[config.mk]
export PLATFORM = sky130hd
export DESIGN_NAME = nibble_add_sched
export DESIGN_NICKNAME = d
export VERILOG_FILES = /design/src/rtl/nibble_add_sched.sv
export SDC_FILE = /design/constraint.sdc
export NUM_CORES = 1
export LEC_CHECK = 0
export ABC_AREA = 1
export ABC_CLOCK_PERIOD_IN_PS = 1500
export BUFFER_PORTS_ARGS = -buffer_cell sky130_fd_sc_hd__buf_2
export CORE_MARGIN = 2
export CORE_UTILIZATION = 35
export DETAILED_ROUTE_END_ITERATION = 7
export PLACE_DENSITY = 0.73
export SLEW_MARGIN = 40
export SYNTH_ARGS = -nofsm -noshare
export SYNTH_HDL_FRONTEND = slang
export SYNTH_SLANG_ARGS = --single-unit
[constraint.sdc]
create_clock -name clk -period 1.5 [get_ports clk]
set_clock_uncertainty 0.1 [all_clocks]
set_input_delay 0.225 -clock clk [delete_from_list [all_inputs] [get_ports clk]]
set_output_delay 0.225 -clock clk [all_outputs]
set_load 0.1 [all_outputs]
[src/rtl/nibble_add_sched.sv]
// Round-robin scheduler that shares one external 4-bit adder between two
// requesters, sequencing WIDTH-bit additions one nibble per cycle.
module nibble_add_sched #(
  parameter int WIDTH = 16
) (
  input  logic             clk,
  input  logic             rst_n,
  input  logic             req0_valid,
  output logic             req0_ready,
  input  logic [WIDTH-1:0] req0_a,
  input  logic [WIDTH-1:0] req0_b,
  input  logic             req0_cin,
  input  logic             req1_valid,
  output logic             req1_ready,
  input  logic [WIDTH-1:0] req1_a,
  input  logic [WIDTH-1:0] req1_b,
  input  logic             req1_cin,
  output logic [3:0]       add_a,
  output logic [3:0]       add_b,
  output logic             add_cin,
  input  logic [3:0]       add_sum,
  input  logic             add_cout,
  output logic             res_valid,
  input  logic             res_ready,
  output logic             res_id,
  output logic [WIDTH-1:0] res_sum,
  output logic             res_cout
);

  localparam int NIB = WIDTH / 4;
  localparam int IDX_W = (NIB > 1) ? $clog2(NIB) : 1;
  localparam logic [IDX_W-1:0] LAST = IDX_W'(NIB - 1);

  typedef enum logic [1:0] {IDLE, RUN, DONE} state_t;

  state_t           state;
  state_t           state_nxt;
  logic             ptr;
  logic [IDX_W-1:0] idx;
  logic [WIDTH-1:0] op_a;
  logic [WIDTH-1:0] op_b;
  logic             carry;
  logic             grant0;
  logic             grant1;

  // ptr == 0 favours req0 when both requesters are valid
  assign grant0 = (state == IDLE) && req0_valid && (!req1_valid || !ptr);
  assign grant1 = (state == IDLE) && req1_valid && (!req0_valid || ptr);

  always_ff @(posedge clk or negedge rst_n) begin
    if (!rst_n) begin
      state <= IDLE;
    end else begin
      state <= state_nxt;
    end
  end

  always_comb begin
    state_nxt  = state;
    req0_ready = 1'b0;
    req1_ready = 1'b0;
    res_valid  = 1'b0;
    unique case (state)
      IDLE: begin
        req0_ready = grant0;
        req1_ready = grant1;
        if (grant0 || grant1) state_nxt = RUN;
      end
      RUN: begin
        if (idx == LAST) state_nxt = DONE;
      end
      DONE: begin
        res_valid = 1'b1;
        if (res_ready) state_nxt = IDLE;
      end
      default: state_nxt = IDLE;
    endcase
  end

  always_comb begin
    add_a   = 4'h0;
    add_b   = 4'h0;
    add_cin = 1'b0;
    if (state == RUN) begin
      for (int i = 0; i < NIB; i++) begin
        if (idx == IDX_W'(i)) begin
          add_a = op_a[4*i +: 4];
          add_b = op_b[4*i +: 4];
        end
      end
      add_cin = carry;
    end
  end

  // Operand latch at the handshake, then one nibble of sum per RUN cycle
  always_ff @(posedge clk or negedge rst_n) begin
    if (!rst_n) begin
      ptr      <= 1'b0;
      idx      <= '0;
      op_a     <= '0;
      op_b     <= '0;
      carry    <= 1'b0;
      res_id   <= 1'b0;
      res_sum  <= '0;
      res_cout <= 1'b0;
    end else begin
      if (grant0 || grant1) begin
        op_a   <= grant1 ? req1_a : req0_a;
        op_b   <= grant1 ? req1_b : req0_b;
        carry  <= grant1 ? req1_cin : req0_cin;
        res_id <= grant1;
        ptr    <= ~grant1;
        idx    <= '0;
      end else if (state == RUN) begin
        for (int i = 0; i < NIB; i++) begin
          if (idx == IDX_W'(i)) res_sum[4*i +: 4] <= add_sum;
        end
        carry <= add_cout;
        if (idx == LAST) begin
          res_cout <= add_cout;
          idx      <= '0;
        end else begin
          idx <= idx + IDX_W'(1);
        end
      end
    end
  end

endmodule

==> impl_metrics.prom, run 1 <==
# TYPE chip_impl_metric gauge
chip_impl_info{name="hp-class",value="in -> reg"} 1
chip_impl_metric{name="fin_ws",unit="ns"} -0.627
chip_impl_metric{name="final_cells",unit=""} 660
chip_impl_info{name="synth.top_cells.by_area",value="sky130_fd_sc_hd__dfrtp_1 (47%), sky130_fd_sc_hd__nand2_1 (16%), sky130_fd_sc_hd__o21ai_0 (8.7%), sky130_fd_sc_hd__inv_1 (7.4%), sky130_fd_sc_hd__nor2_1 (3.9%)"} 1
chip_impl_metric{name="syn_to_final_growth",unit="%"} 73.7
chip_impl_metric{name="placement_row_count",unit=""} 33
chip_impl_info{name="synth_flop_cell",value="sky130_fd_sc_hd__dfrtp_1"} 1
chip_impl_metric{name="path_buf_inv",unit=""} 2
chip_impl_metric{name="max_cap_viol_count",unit=""} 0
chip_impl_metric{name="antenna_found_initial",unit=""} 0
chip_impl_metric{name="yosys.area.top_type_share",unit="%"} 46.6
chip_impl_metric{name="global_route.overflow_total",unit=""} 0
chip_impl_info{name="worst_setup_path_start_kind",value="register"} 1
chip_impl_info{name="crit_family",value="flip-flops"} 1
chip_impl_metric{name="clock_latency_on_the_worst_skew_pair",unit="ns"} 0.32
chip_impl_metric{name="initial_utilization",unit="%"} 36.4
chip_impl_metric{name="worst_slew_margin_rel",unit="%"} 66.7
chip_impl_metric{name="grt_max_degree",unit=""} 57
chip_impl_metric{name="cp_max_fo",unit=""} 5
chip_impl_info{name="run_status",value="finished, violations left"} 1
chip_impl_metric{name="max_freq",unit="GHz"} 0.470
chip_impl_info{name="cts_tree",value="yes"} 1
chip_impl_metric{name="num-fill-cells",unit=""} 626
chip_impl_metric{name="clkSlewWorstSetupHoldPaths",unit="ns"} 0.10
chip_impl_metric{name="grt_pass1_vias",unit=""} 3460
chip_impl_metric{name="h_tree_lvl_count",unit=""} 2
chip_impl_metric{name="nets",unit=""} 634
chip_impl_info{name="endpoint_kind",value="output port"} 1
chip_impl_metric{name="floorplan.io_pins",unit=""} 106
chip_impl_metric{name="dieHeight",unit="microns"} 96.7
chip_impl_metric{name="synthArstFlopShare",unit="%"} 100
chip_impl_metric{name="cp_slowest_stage_delay",unit="ns"} 0.43
chip_impl_metric{name="yosys_register_bits",unit=""} 56
chip_impl_metric{name="cp_data_arrival_time",unit="ns"} 1.80
chip_impl_metric{name="finalWorstPathRequiredPeriod",unit="ns"} 2.13
chip_impl_metric{name="die-area",unit="sq mm"} 0.00935
chip_impl_info{name="crit_path_cell_trace",value="ha_1 > buf_4 > a21oi_2 > a21oi_4 > buf_12"} 1
chip_impl_info{name="post-synth-top-area-cell",value="sky130_fd_sc_hd__dfrtp_1"} 1
chip_impl_metric{name="post-route-period-util",unit="%"} 142
chip_impl_metric{name="routed_wirelength",unit="microns"} 10100
chip_impl_metric{name="core",unit="sq mm"} 0.00826
chip_impl_info{name="worst-setup-path-type",value="reg -> out"} 1
chip_impl_metric{name="dr_total_vias",unit=""} 3211
chip_impl_metric{name="placement.cell_area",unit="sq mm"} 0.00413
chip_impl_metric{name="gr-usage-all-layers",unit="%"} 21.3
chip_impl_metric{name="synth_area_per_cell",unit="sq um"} 7.41
chip_impl_metric{name="synthesis.nets",unit=""} 486
chip_impl_info{name="rsz_0062_raised_after_global_routing",value="yes"} 1
chip_impl_metric{name="post-dp-hpwl",unit="microns"} 5920
chip_impl_metric{name="synth.cell_area",unit="sq mm"} 0.00301
chip_impl_metric{name="synthCells",unit=""} 406
chip_impl_info{name="cts_root_buf",value="sky130_fd_sc_hd__clkbuf_8"} 1
chip_impl_metric{name="vias_per_cell",unit=""} 4.87
chip_impl_metric{name="grt_first_pass_wirelength",unit="microns"} 16300
chip_impl_metric{name="drc_errors",unit=""} 0
chip_impl_metric{name="clock-sinks",unit=""} 56
chip_impl_metric{name="cts_buffers",unit=""} 5
chip_impl_metric{name="detail_route.wl_per_cell",unit="microns"} 15.3
chip_impl_metric{name="diodes",unit=""} 0
chip_impl_metric{name="drt_first_iter_violations",unit=""} 140
chip_impl_metric{name="drtPass1Iterations",unit=""} 5
chip_impl_metric{name="worst_pin_slew",unit="ns"} 0.503
chip_impl_metric{name="finalMaxSlewViolations",unit=""} 0
chip_impl_metric{name="gp_congestion",unit=""} 0.887
chip_impl_metric{name="crit_required",unit="ns"} 1.17
chip_impl_metric{name="antenna_violating_nets_remaining",unit=""} 0
chip_impl_metric{name="dp.cells",unit=""} 626
chip_impl_metric{name="chipWidth",unit="microns"} 96.7
chip_impl_metric{name="final-setup-viol-count",unit=""} 54
chip_impl_info{name="slowest_stage",value="sky130_fd_sc_hd__dfrtp_1"} 1
chip_impl_info{name="commonest_non_fill_non_tap_cell_in_the_layout",value="sky130_fd_sc_hd__buf_2"} 1
chip_impl_info{name="layout.cells.most_common_list",value="sky130_fd_sc_hd__buf_2 (93), sky130_fd_sc_hd__nand2_1 (80), sky130_fd_sc_hd__dfrtp_1 (55), sky130_fd_sc_hd__inv_1 (46), sky130_fd_sc_hd__nand2_2 (37)"} 1
chip_impl_metric{name="final_cell_area",unit="sq mm"} 0.00522
chip_impl_metric{name="timing.final.hold_violations",unit=""} 0
chip_impl_metric{name="share_of_cells_above_drive_strength_1",unit="%"} 54.4
chip_impl_info{name="violations_in_the_final_reports",value="negative setup slack"} 1
chip_impl_metric{name="cts_buffer_depth",unit=""} 2
chip_impl_metric{name="port-buffer-count",unit=""} 105
chip_impl_metric{name="netlist-cell-type-count",unit=""} 20
chip_impl_metric{name="synth-seq-area-share",unit="%"} 46.6
chip_impl_metric{name="whs",unit="ns"} 0.0360
chip_impl_metric{name="yosysWarnings",unit=""} 0
chip_impl_metric{name="number_of_flops_mapped_to_enable_cells_by_yosys",unit=""} 0
-- worst reg2reg max path: stages (launching register included) --
cell                        delay, ns
sky130_fd_sc_hd__dfrtp_1         0.42
sky130_fd_sc_hd__buf_6           0.13
sky130_fd_sc_hd__nor2_4          0.13
sky130_fd_sc_hd__buf_6           0.12
sky130_fd_sc_hd__nand3_4         0.07
sky130_fd_sc_hd__buf_6           0.15
sky130_fd_sc_hd__nand2_4         0.08
sky130_fd_sc_hd__buf_6           0.12
sky130_fd_sc_hd__inv_8           0.05
sky130_fd_sc_hd__clkbuf_16       0.17
sky130_fd_sc_hd__nand2_1         0.05
sky130_fd_sc_hd__o21ai_1         0.06
-- Yosys cell counts, drive strengths merged (2+ instances only) --
| cell | n |
|---|---|
| inv | 59 |
| o21ai | 60 |
| o211ai | 2 |
| nand3 | 21 |
| a21oi | 15 |
| dfrtp | 56 |
| nand2 | 138 |
| buf | 15 |
| ha | 4 |
| nor2 | 32 |
| clkbuf | 2 |
-- final cells by class --
cell class | count | area (sq um) | share of cell area, %
tap | 105 | 131 | 2.52
sequential | 56 | 1400 | 26.9
multi-input combinational | 274 | 1880 | 35.9
timing repair buffer | 158 | 1430 | 27.4
clock buffer | 7 | 96.3 | 1.85
clock inverter | 1 | 30.0 | 0.575
inverter | 59 | 251 | 4.82
-- metal layers --
metal  track usage [%]  share of wire [%]
met5                 0                  0
met4              9.32                2.3
met3              3.76                4.4
met2              37.0                 51
met1              26.0                 42
-- flip-flops by register name, indices dropped and copies added (netlist names) --
register and flops:
res_cout 1, ptr 1, res_sum 16, res_id 1, op_a 16, op_b 16
carry 1, idx 2, state 2
-- repair_timing --
action	4_1_cts	5_1_grt
gates cloned	8	1
pin swaps	34	14
setup endpoints to repair	52	67
gates resized for setup	139	60
hold buffers	2	0
setup buffers	15	2
hold endpoints to repair	57	0
-- cell families after synthesis --
kind of cell | after synthesis | share of synthesized area (%)
and+or+nand+nor | 192 | 26.8
AOI/OAI and AO/OA | 78 | 14.2
buffers and inverters | 76 | 10.7
DFF | 56 | 46.6
adders and majority gates | 4 | 1.66
-- final timing paths --
| path | start | end | slack, ns | cells after the start |
|---|---|---|---|---|
| hold / removal | req0_a[14] | op_a[14] | 0.04 | 3 |
| min in group asynchronous | rst_n | res_sum[4] | 0.34 | 3 |
| hold reg to reg | res_cout | res_cout | 0.38 | 2 |
| setup / recovery | idx[0] | add_a[0] | -0.63 | 5 |
| max in group asynchronous | rst_n | state[0] | 0.70 | 3 |
| setup reg to reg | state[1] | op_b[9] | -0.25 | 11 |
-- stage by stage --
stage / TNS, ns / utilization [%] / setup slack [ns]
6_report: -13.81 / 63.2 / -0.627
5_1_grt: -17.38 / 63.2 / -0.688
4_1_cts: -12.46 / 60.3 / -0.557
3_5_place_dp: -4.84 / 50.0 / -0.391
3_3_place_gp: -3.62 / 50.0 / -0.259
2_1_floorplan: -3.07 / - / -0.402
Power of run 1 is not shown: default switching activity piles up to over one toggle a cycle in this logic, so the estimate is an artifact.
==> run 2, diff against run 1 <==
==> constraint.sdc (replaced) <==
create_clock -name clk -period 1.5 [get_ports clk]
set_clock_uncertainty 0.1 [all_clocks]
set_input_delay 0.15 -clock clk [delete_from_list [all_inputs] [get_ports clk]]
set_output_delay 0.15 -clock clk [all_outputs]
set_load 0.1 [all_outputs]
==> impl_metrics.prom, run 2 (synthesis gave the netlist of run 1 again) <==
# TYPE chip_impl_metric gauge
chip_impl_metric{name="final-setup-viol-count",unit=""} 51
chip_impl_metric{name="timing.final.hold_violations",unit=""} 5
chip_impl_metric{name="area_of_combinational_cells_with_multiple_inputs",unit="sq mm"} 0.00184
chip_impl_metric{name="post-route-period-util",unit="%"} 137
chip_impl_metric{name="r2r.worst_path.cells",unit=""} 10
chip_impl_info{name="cts_tree",value="yes"} 1
chip_impl_metric{name="post_route_met1_wirelength",unit="microns"} 4350
chip_impl_metric{name="core",unit="sq mm"} 0.00826
chip_impl_metric{name="cp_slowest_stage_delay",unit="ns"} 0.46
chip_impl_metric{name="finalMaxSlewViolations",unit=""} 0
chip_impl_metric{name="r2r_slack",unit="ns"} -0.33
chip_impl_metric{name="post-dp-hpwl",unit="microns"} 5880
chip_impl_info{name="worst-setup-path-type",value="reg -> out"} 1
chip_impl_metric{name="whs",unit="ns"} -0.00910
chip_impl_info{name="worst_setup_path_start_kind",value="register"} 1
chip_impl_metric{name="syn_to_final_growth",unit="%"} 73.3
chip_impl_metric{name="worst_slew_margin_rel",unit="%"} 67.1
chip_impl_metric{name="routed_wirelength",unit="microns"} 10300
chip_impl_metric{name="cp_max_fo",unit=""} 6
chip_impl_metric{name="cts_buffers",unit=""} 5
chip_impl_metric{name="clock_latency_on_the_worst_skew_pair",unit="ns"} 0.31
chip_impl_metric{name="drtPass1Iterations",unit=""} 4
chip_impl_metric{name="placement_row_count",unit=""} 33
chip_impl_metric{name="worst_pin_slew",unit="ns"} 0.497
chip_impl_metric{name="port-buffer-count",unit=""} 105
chip_impl_info{name="r2r-start",value="state[0]"} 1
chip_impl_metric{name="clkSlewWorstSetupHoldPaths",unit="ns"} 0.10
chip_impl_info{name="slowest_stage",value="sky130_fd_sc_hd__dfrtp_1"} 1
chip_impl_metric{name="max_cap_viol_count",unit=""} 0
chip_impl_metric{name="grt_first_pass_wirelength",unit="microns"} 14900
chip_impl_metric{name="clock-sinks",unit=""} 56
chip_impl_info{name="hp-class",value="in -> reg"} 1
chip_impl_info{name="top_sig_layer",value="met4"} 1
chip_impl_info{name="commonest_non_fill_non_tap_cell_in_the_layout",value="sky130_fd_sc_hd__buf_2"} 1
chip_impl_metric{name="drt_first_iter_violations",unit=""} 152
chip_impl_info{name="holdPathEnd",value="op_b[14]"} 1
chip_impl_info{name="run_status",value="finished, violations left"} 1
chip_impl_metric{name="cp_data_arrival_time",unit="ns"} 1.81
chip_impl_metric{name="register_cell_area_after_layout",unit="sq mm"} 0.00140
chip_impl_metric{name="h_tree_lvl_count",unit=""} 2
chip_impl_info{name="worst_r2r_endpoint",value="op_b[5]"} 1
chip_impl_metric{name="cts_buffer_depth",unit=""} 2
chip_impl_metric{name="grt_pass1_vias",unit=""} 3115
chip_impl_metric{name="gr-usage-all-layers",unit="%"} 19.4
chip_impl_info{name="endpoint_kind",value="output port"} 1
chip_impl_metric{name="num-fill-cells",unit=""} 663
chip_impl_metric{name="grt_max_degree",unit=""} 57
chip_impl_metric{name="cell_depth_of_the_worst_min_delay_path",unit=""} 3
chip_impl_info{name="violations_in_the_final_reports",value="negative hold slack, negative setup slack"} 1
chip_impl_metric{name="detail_route.wl_per_cell",unit="microns"} 15.5
chip_impl_metric{name="wl_met2",unit="microns"} 5200
chip_impl_metric{name="dieHeight",unit="microns"} 96.7
chip_impl_metric{name="routed-wl-met3",unit="microns"} 517
chip_impl_metric{name="vias_per_cell",unit=""} 4.87
chip_impl_info{name="layout.cells.most_common_list",value="sky130_fd_sc_hd__buf_2 (93), sky130_fd_sc_hd__nand2_1 (89), sky130_fd_sc_hd__dfrtp_1 (54), sky130_fd_sc_hd__inv_1 (47), sky130_fd_sc_hd__nor2_1 (26)"} 1
chip_impl_metric{name="antenna_violating_nets_remaining",unit=""} 0
chip_impl_metric{name="dr_total_vias",unit=""} 3246
chip_impl_metric{name="fin_ws",unit="ns"} -0.556
chip_impl_metric{name="diodes",unit=""} 0
chip_impl_info{name="min_from",value="req1_b[14]"} 1
chip_impl_info{name="cts_root_buf",value="sky130_fd_sc_hd__clkbuf_8"} 1
chip_impl_metric{name="share_of_cells_above_drive_strength_1",unit="%"} 50.3
chip_impl_metric{name="share_of_the_core_filled_with_cells",unit="%"} 63.1
chip_impl_metric{name="initial_utilization",unit="%"} 36.4
chip_impl_metric{name="die-area",unit="sq mm"} 0.00935
chip_impl_metric{name="antenna_found_initial",unit=""} 0
chip_impl_metric{name="gp_congestion",unit=""} 0.904
chip_impl_info{name="largest_registers",value="op_a (16), op_b (16), res_sum (16)"} 1
chip_impl_metric{name="crit_required",unit="ns"} 1.25
chip_impl_metric{name="finalWorstPathRequiredPeriod",unit="ns"} 2.06
chip_impl_metric{name="nets",unit=""} 641
chip_impl_metric{name="max_freq",unit="GHz"} 0.486
chip_impl_info{name="crit_path_cell_trace",value="inv_2 > ha_4 > buf_4 > a21oi_1 > a21oi_4 > buf_12"} 1
chip_impl_metric{name="floorplan.io_pins",unit=""} 106
chip_impl_metric{name="drc_errors",unit=""} 0
chip_impl_metric{name="global_route.overflow_total",unit=""} 0
chip_impl_metric{name="totalNegativeSetupSlack",unit="ns"} -14.57
chip_impl_metric{name="chipWidth",unit="microns"} 96.7
chip_impl_info{name="rsz_0062_raised_after_global_routing",value="yes"} 1
-- run 2: cell types whose count changed in the layout (fill, tap and decap cells not counted), moves of 5 or more --
cell	previous run	this run
sky130_fd_sc_hd__dlygate4sd3_1	2	17
sky130_fd_sc_hd__o21ai_1	26	16
sky130_fd_sc_hd__nand2_2	37	25
sky130_fd_sc_hd__buf_16	8	2
sky130_fd_sc_hd__nand2_1	80	89
sky130_fd_sc_hd__nor2_1	21	26
sky130_fd_sc_hd__nor2_2	6	1
sky130_fd_sc_hd__o21ai_2	19	25
-- run 2: final cells by class --
type,count,share of cell area [%]
clock buffer,5,1.32
clock inverter,2,1.15
inverter,59,4.97
multi-input combinational,274,35.4
sequential,56,26.9
tap,105,2.52
timing repair buffer,165,27.7
-- run 2: stage by stage --
stage / setup WS, ns / instance area, sq um / hold slack, ns / instances
5_1_grt: -0.629 / 5210 / 0.00460 / 666
4_1_cts: -0.476 / 4750 / 0.00132 / 658
3_3_place_gp: -0.189 / 4070 / 0.0683 / 622
2_1_floorplan: -0.338 / 3130 / -0.246 / 406
3_5_place_dp: -0.260 / 4070 / 0.0729 / 622
6_report: -0.556 / 5210 / -0.00910 / 666
-- run 2: metal layers --
layer  vias to the layer above  track usage, %
met1                      1533            25.2
met2                       117            33.2
met3                        22            3.76
li1                       1574               -
met4                         0            5.31
met5                         -               0
-- run 2: how the worst max path moves through the flow --
| stage | start | to | slack (ns) |
|---|---|---|---|
| 6_report | idx[0] | add_a[3] | -0.56 |
| 4_1_cts | idx[0] | add_b[3] | -0.48 |
| 2_1_floorplan | idx[1] | add_a[0] | -0.34 |
| 3_5_place_dp | idx[1] | add_a[0] | -0.26 |
| 3_3_place_gp | idx[1] | add_a[0] | -0.19 |
| 5_1_grt | idx[0] | add_b[3] | -0.63 |
-- run 2: worst max-delay path: cells and delay by family, from the launching register on --
kind	cells	cell delay, ns
compound gates	2	0.31
buf+inv	3	0.50
fa+ha+maj	1	0.22
flops	1	0.46
-- run 2: timing repair --
item / in CTS / in global routing
endpoints found under the hold margin: 65 / 2
gates cloned: 4 / 3
hold buffers: 15 / 2
pin swaps: 29 / 18
setup endpoints to repair: 21 / 66
setup buffers: 11 / 6
gates resized for setup: 71 / 112
Power of run 2 is left out for the same reason.
==> run 3, diff against run 2 <==
- CORE_UTILIZATION: 35 -> 45
- CTS_CLUSTER_SIZE: unset -> 25
- PLACE_DENSITY: 0.73 -> 0.87
==> impl_metrics.prom, run 3 (synthesis gave the netlist of run 1 again) <==
# TYPE chip_impl_metric gauge
chip_impl_info{name="violations_in_the_final_reports",value="design-rule violations, negative hold slack, negative setup slack"} 1
chip_impl_metric{name="nets",unit=""} 656
chip_impl_metric{name="clock_latency_on_the_worst_skew_pair",unit="ns"} 0.32
chip_impl_metric{name="cp_slowest_stage_delay",unit="ns"} 0.45
chip_impl_metric{name="cp_data_arrival_time",unit="ns"} 1.89
chip_impl_metric{name="antenna_found_initial",unit=""} 0
chip_impl_metric{name="grt_pass1_vias",unit=""} 3433
chip_impl_metric{name="clock-sinks",unit=""} 56
chip_impl_metric{name="dr_total_vias",unit=""} 3642
chip_impl_metric{name="num-fill-cells",unit=""} 367
chip_impl_metric{name="post-route-period-util",unit="%"} 143
chip_impl_metric{name="routed_wirelength",unit="microns"} 12300
chip_impl_metric{name="h_tree_lvl_count",unit=""} 2
chip_impl_info{name="worst-setup-path-type",value="reg -> out"} 1
chip_impl_info{name="rsz_0062_raised_after_global_routing",value="yes"} 1
chip_impl_info{name="worst_setup_path_start_kind",value="register"} 1
chip_impl_metric{name="share_of_cells_above_drive_strength_1",unit="%"} 48.9
chip_impl_metric{name="port-buffer-count",unit=""} 105
chip_impl_metric{name="detail_route.wl_per_cell",unit="microns"} 18.9
chip_impl_metric{name="dp.cells",unit=""} 594
chip_impl_metric{name="dieHeight",unit="microns"} 85.7
chip_impl_metric{name="placement.cell_area",unit="sq mm"} 0.00405
chip_impl_metric{name="fin_ws",unit="ns"} -0.643
chip_impl_metric{name="register_cell_area_after_layout",unit="sq mm"} 0.00140
chip_impl_metric{name="core",unit="sq mm"} 0.00642
chip_impl_info{name="endpoint_kind",value="output port"} 1
chip_impl_metric{name="whs",unit="ns"} -0.0107
chip_impl_metric{name="drt_first_iter_violations",unit=""} 288
chip_impl_metric{name="global_route.overflow_total",unit=""} 0
chip_impl_info{name="cts_root_buf",value="sky130_fd_sc_hd__clkbuf_8"} 1
chip_impl_metric{name="chipWidth",unit="microns"} 85.7
chip_impl_metric{name="diodes",unit=""} 0
chip_impl_info{name="cts_tree",value="yes"} 1
chip_impl_metric{name="initial_utilization",unit="%"} 46.8
chip_impl_metric{name="clkSlewWorstSetupHoldPaths",unit="ns"} 0.11
chip_impl_metric{name="grt_max_degree",unit=""} 57
chip_impl_info{name="commonest_non_fill_non_tap_cell_in_the_layout",value="sky130_fd_sc_hd__buf_2"} 1
chip_impl_metric{name="crit_required",unit="ns"} 1.25
chip_impl_metric{name="cts_buffers",unit=""} 5
chip_impl_metric{name="floorplan.io_pins",unit=""} 106
chip_impl_metric{name="placement_row_count",unit=""} 29
chip_impl_metric{name="worst_pin_slew",unit="ns"} 0.496
chip_impl_metric{name="timing.final.hold_violations",unit=""} 3
chip_impl_metric{name="finalWorstPathRequiredPeriod",unit="ns"} 2.14
chip_impl_metric{name="syn_to_final_growth",unit="%"} 73.0
chip_impl_metric{name="antenna_violating_nets_remaining",unit=""} 0
chip_impl_metric{name="gp_congestion",unit=""} 0.818
chip_impl_metric{name="drtPass1Iterations",unit=""} 7
chip_impl_info{name="crit_path_cell_trace",value="inv_2 > ha_4 > inv_4 > o21ai_2 > nand3_2 > a21oi_4 > buf_12"} 1
chip_impl_metric{name="max_cap_viol_count",unit=""} 0
chip_impl_metric{name="drc_errors",unit=""} 9
chip_impl_metric{name="post-dp-hpwl",unit="microns"} 5790
chip_impl_metric{name="area_of_combinational_cells_with_multiple_inputs",unit="sq mm"} 0.00176
chip_impl_info{name="hp-class",value="in -> reg"} 1
chip_impl_metric{name="final_cells",unit=""} 654
chip_impl_metric{name="max_freq",unit="GHz"} 0.467
chip_impl_info{name="run_status",value="finished, violations left"} 1
chip_impl_metric{name="final-setup-viol-count",unit=""} 45
chip_impl_metric{name="gr-usage-all-layers",unit="%"} 28.3
chip_impl_metric{name="finalMaxSlewViolations",unit=""} 0
chip_impl_info{name="layout.cells.most_common_list",value="sky130_fd_sc_hd__buf_2 (93), sky130_fd_sc_hd__nand2_1 (88), sky130_fd_sc_hd__dfrtp_1 (56), sky130_fd_sc_hd__inv_1 (45), sky130_fd_sc_hd__nand2_2 (33)"} 1
chip_impl_info{name="largest_registers",value="op_a (16), op_b (16), res_sum (16)"} 1
chip_impl_metric{name="vias_per_cell",unit=""} 5.57
chip_impl_metric{name="cts_buffer_depth",unit=""} 2
chip_impl_metric{name="grt_first_pass_wirelength",unit="microns"} 16300
chip_impl_info{name="slowest_stage",value="sky130_fd_sc_hd__dfrtp_1"} 1
chip_impl_metric{name="die-area",unit="sq mm"} 0.00735
chip_impl_metric{name="final_cell_area",unit="sq mm"} 0.00520
chip_impl_metric{name="worst_slew_margin_rel",unit="%"} 67.1
chip_impl_metric{name="cp_max_fo",unit=""} 7
==> run 3: layout make-up <==
type | count | area share (%)
clock buffers | 6 | 1.59
multi-input cells | 274 | 33.8
clock inverters | 2 | 0.192
inverters | 59 | 4.79
flip-flops and latches | 56 | 26.9
repair buffers | 180 | 30.8
well taps | 77 | 1.85
==> run 3: path summary, 6_finish.rpt <==
kind	start	to	slack, ns	cells after the start
hold reg to reg	res_sum[5]	res_sum[5]	0.39	2
setup / recovery	idx[1]	add_a[2]	-0.64	7
max in group asynchronous	rst_n	op_a[9]	0.81	3
min in group asynchronous	rst_n	idx[0]	0.26	3
hold / removal	req1_a[5]	op_a[5]	-0.01	3
setup reg to reg	state[0]	carry	-0.37	11
==> run 3: what timing repair did <==
item,CTS,global route
gates resized for setup,109,61
setup buffers,12,10
setup endpoints to repair,53,68
pin swaps,31,16
cloned,4,3
endpoints found under the hold margin,77,0
hold buffers,27,0
==> run 3: metrics by stage <==
stage | utilization, % | TNS (ns) | worst slack, ns
after CTS | 76.2 | -8.80 | -0.478
after detailed placement | 63.0 | -3.52 | -0.316
final | 81.0 | -14.52 | -0.643
after global placement | 63.0 | -1.38 | -0.184
after global routing | 81.0 | -17.64 | -0.673
after floorplan | - | -2.64 | -0.338
==> run 3: critical path: cells and delay by family (launching register included) <==
family / cells / cell delay (ns)
AO/OA/AOI/OAI: 2 / 0.29
adder cells (fa/ha/maj): 1 / 0.25
buffers and inverters: 3 / 0.45
AND/OR/NAND/NOR: 1 / 0.13
flip-flops: 1 / 0.45
==> run 3: metal layers <==
layer	GRT usage [%]	up-vias	routed length [microns]
met2	50.7	260	6100
met4	7.94	0	610
met3	6.35	60	1060
met5	0	-	0
met1	34.1	1721	4580
li1	-	1601	-
Power of run 3 is left out for the same reason.
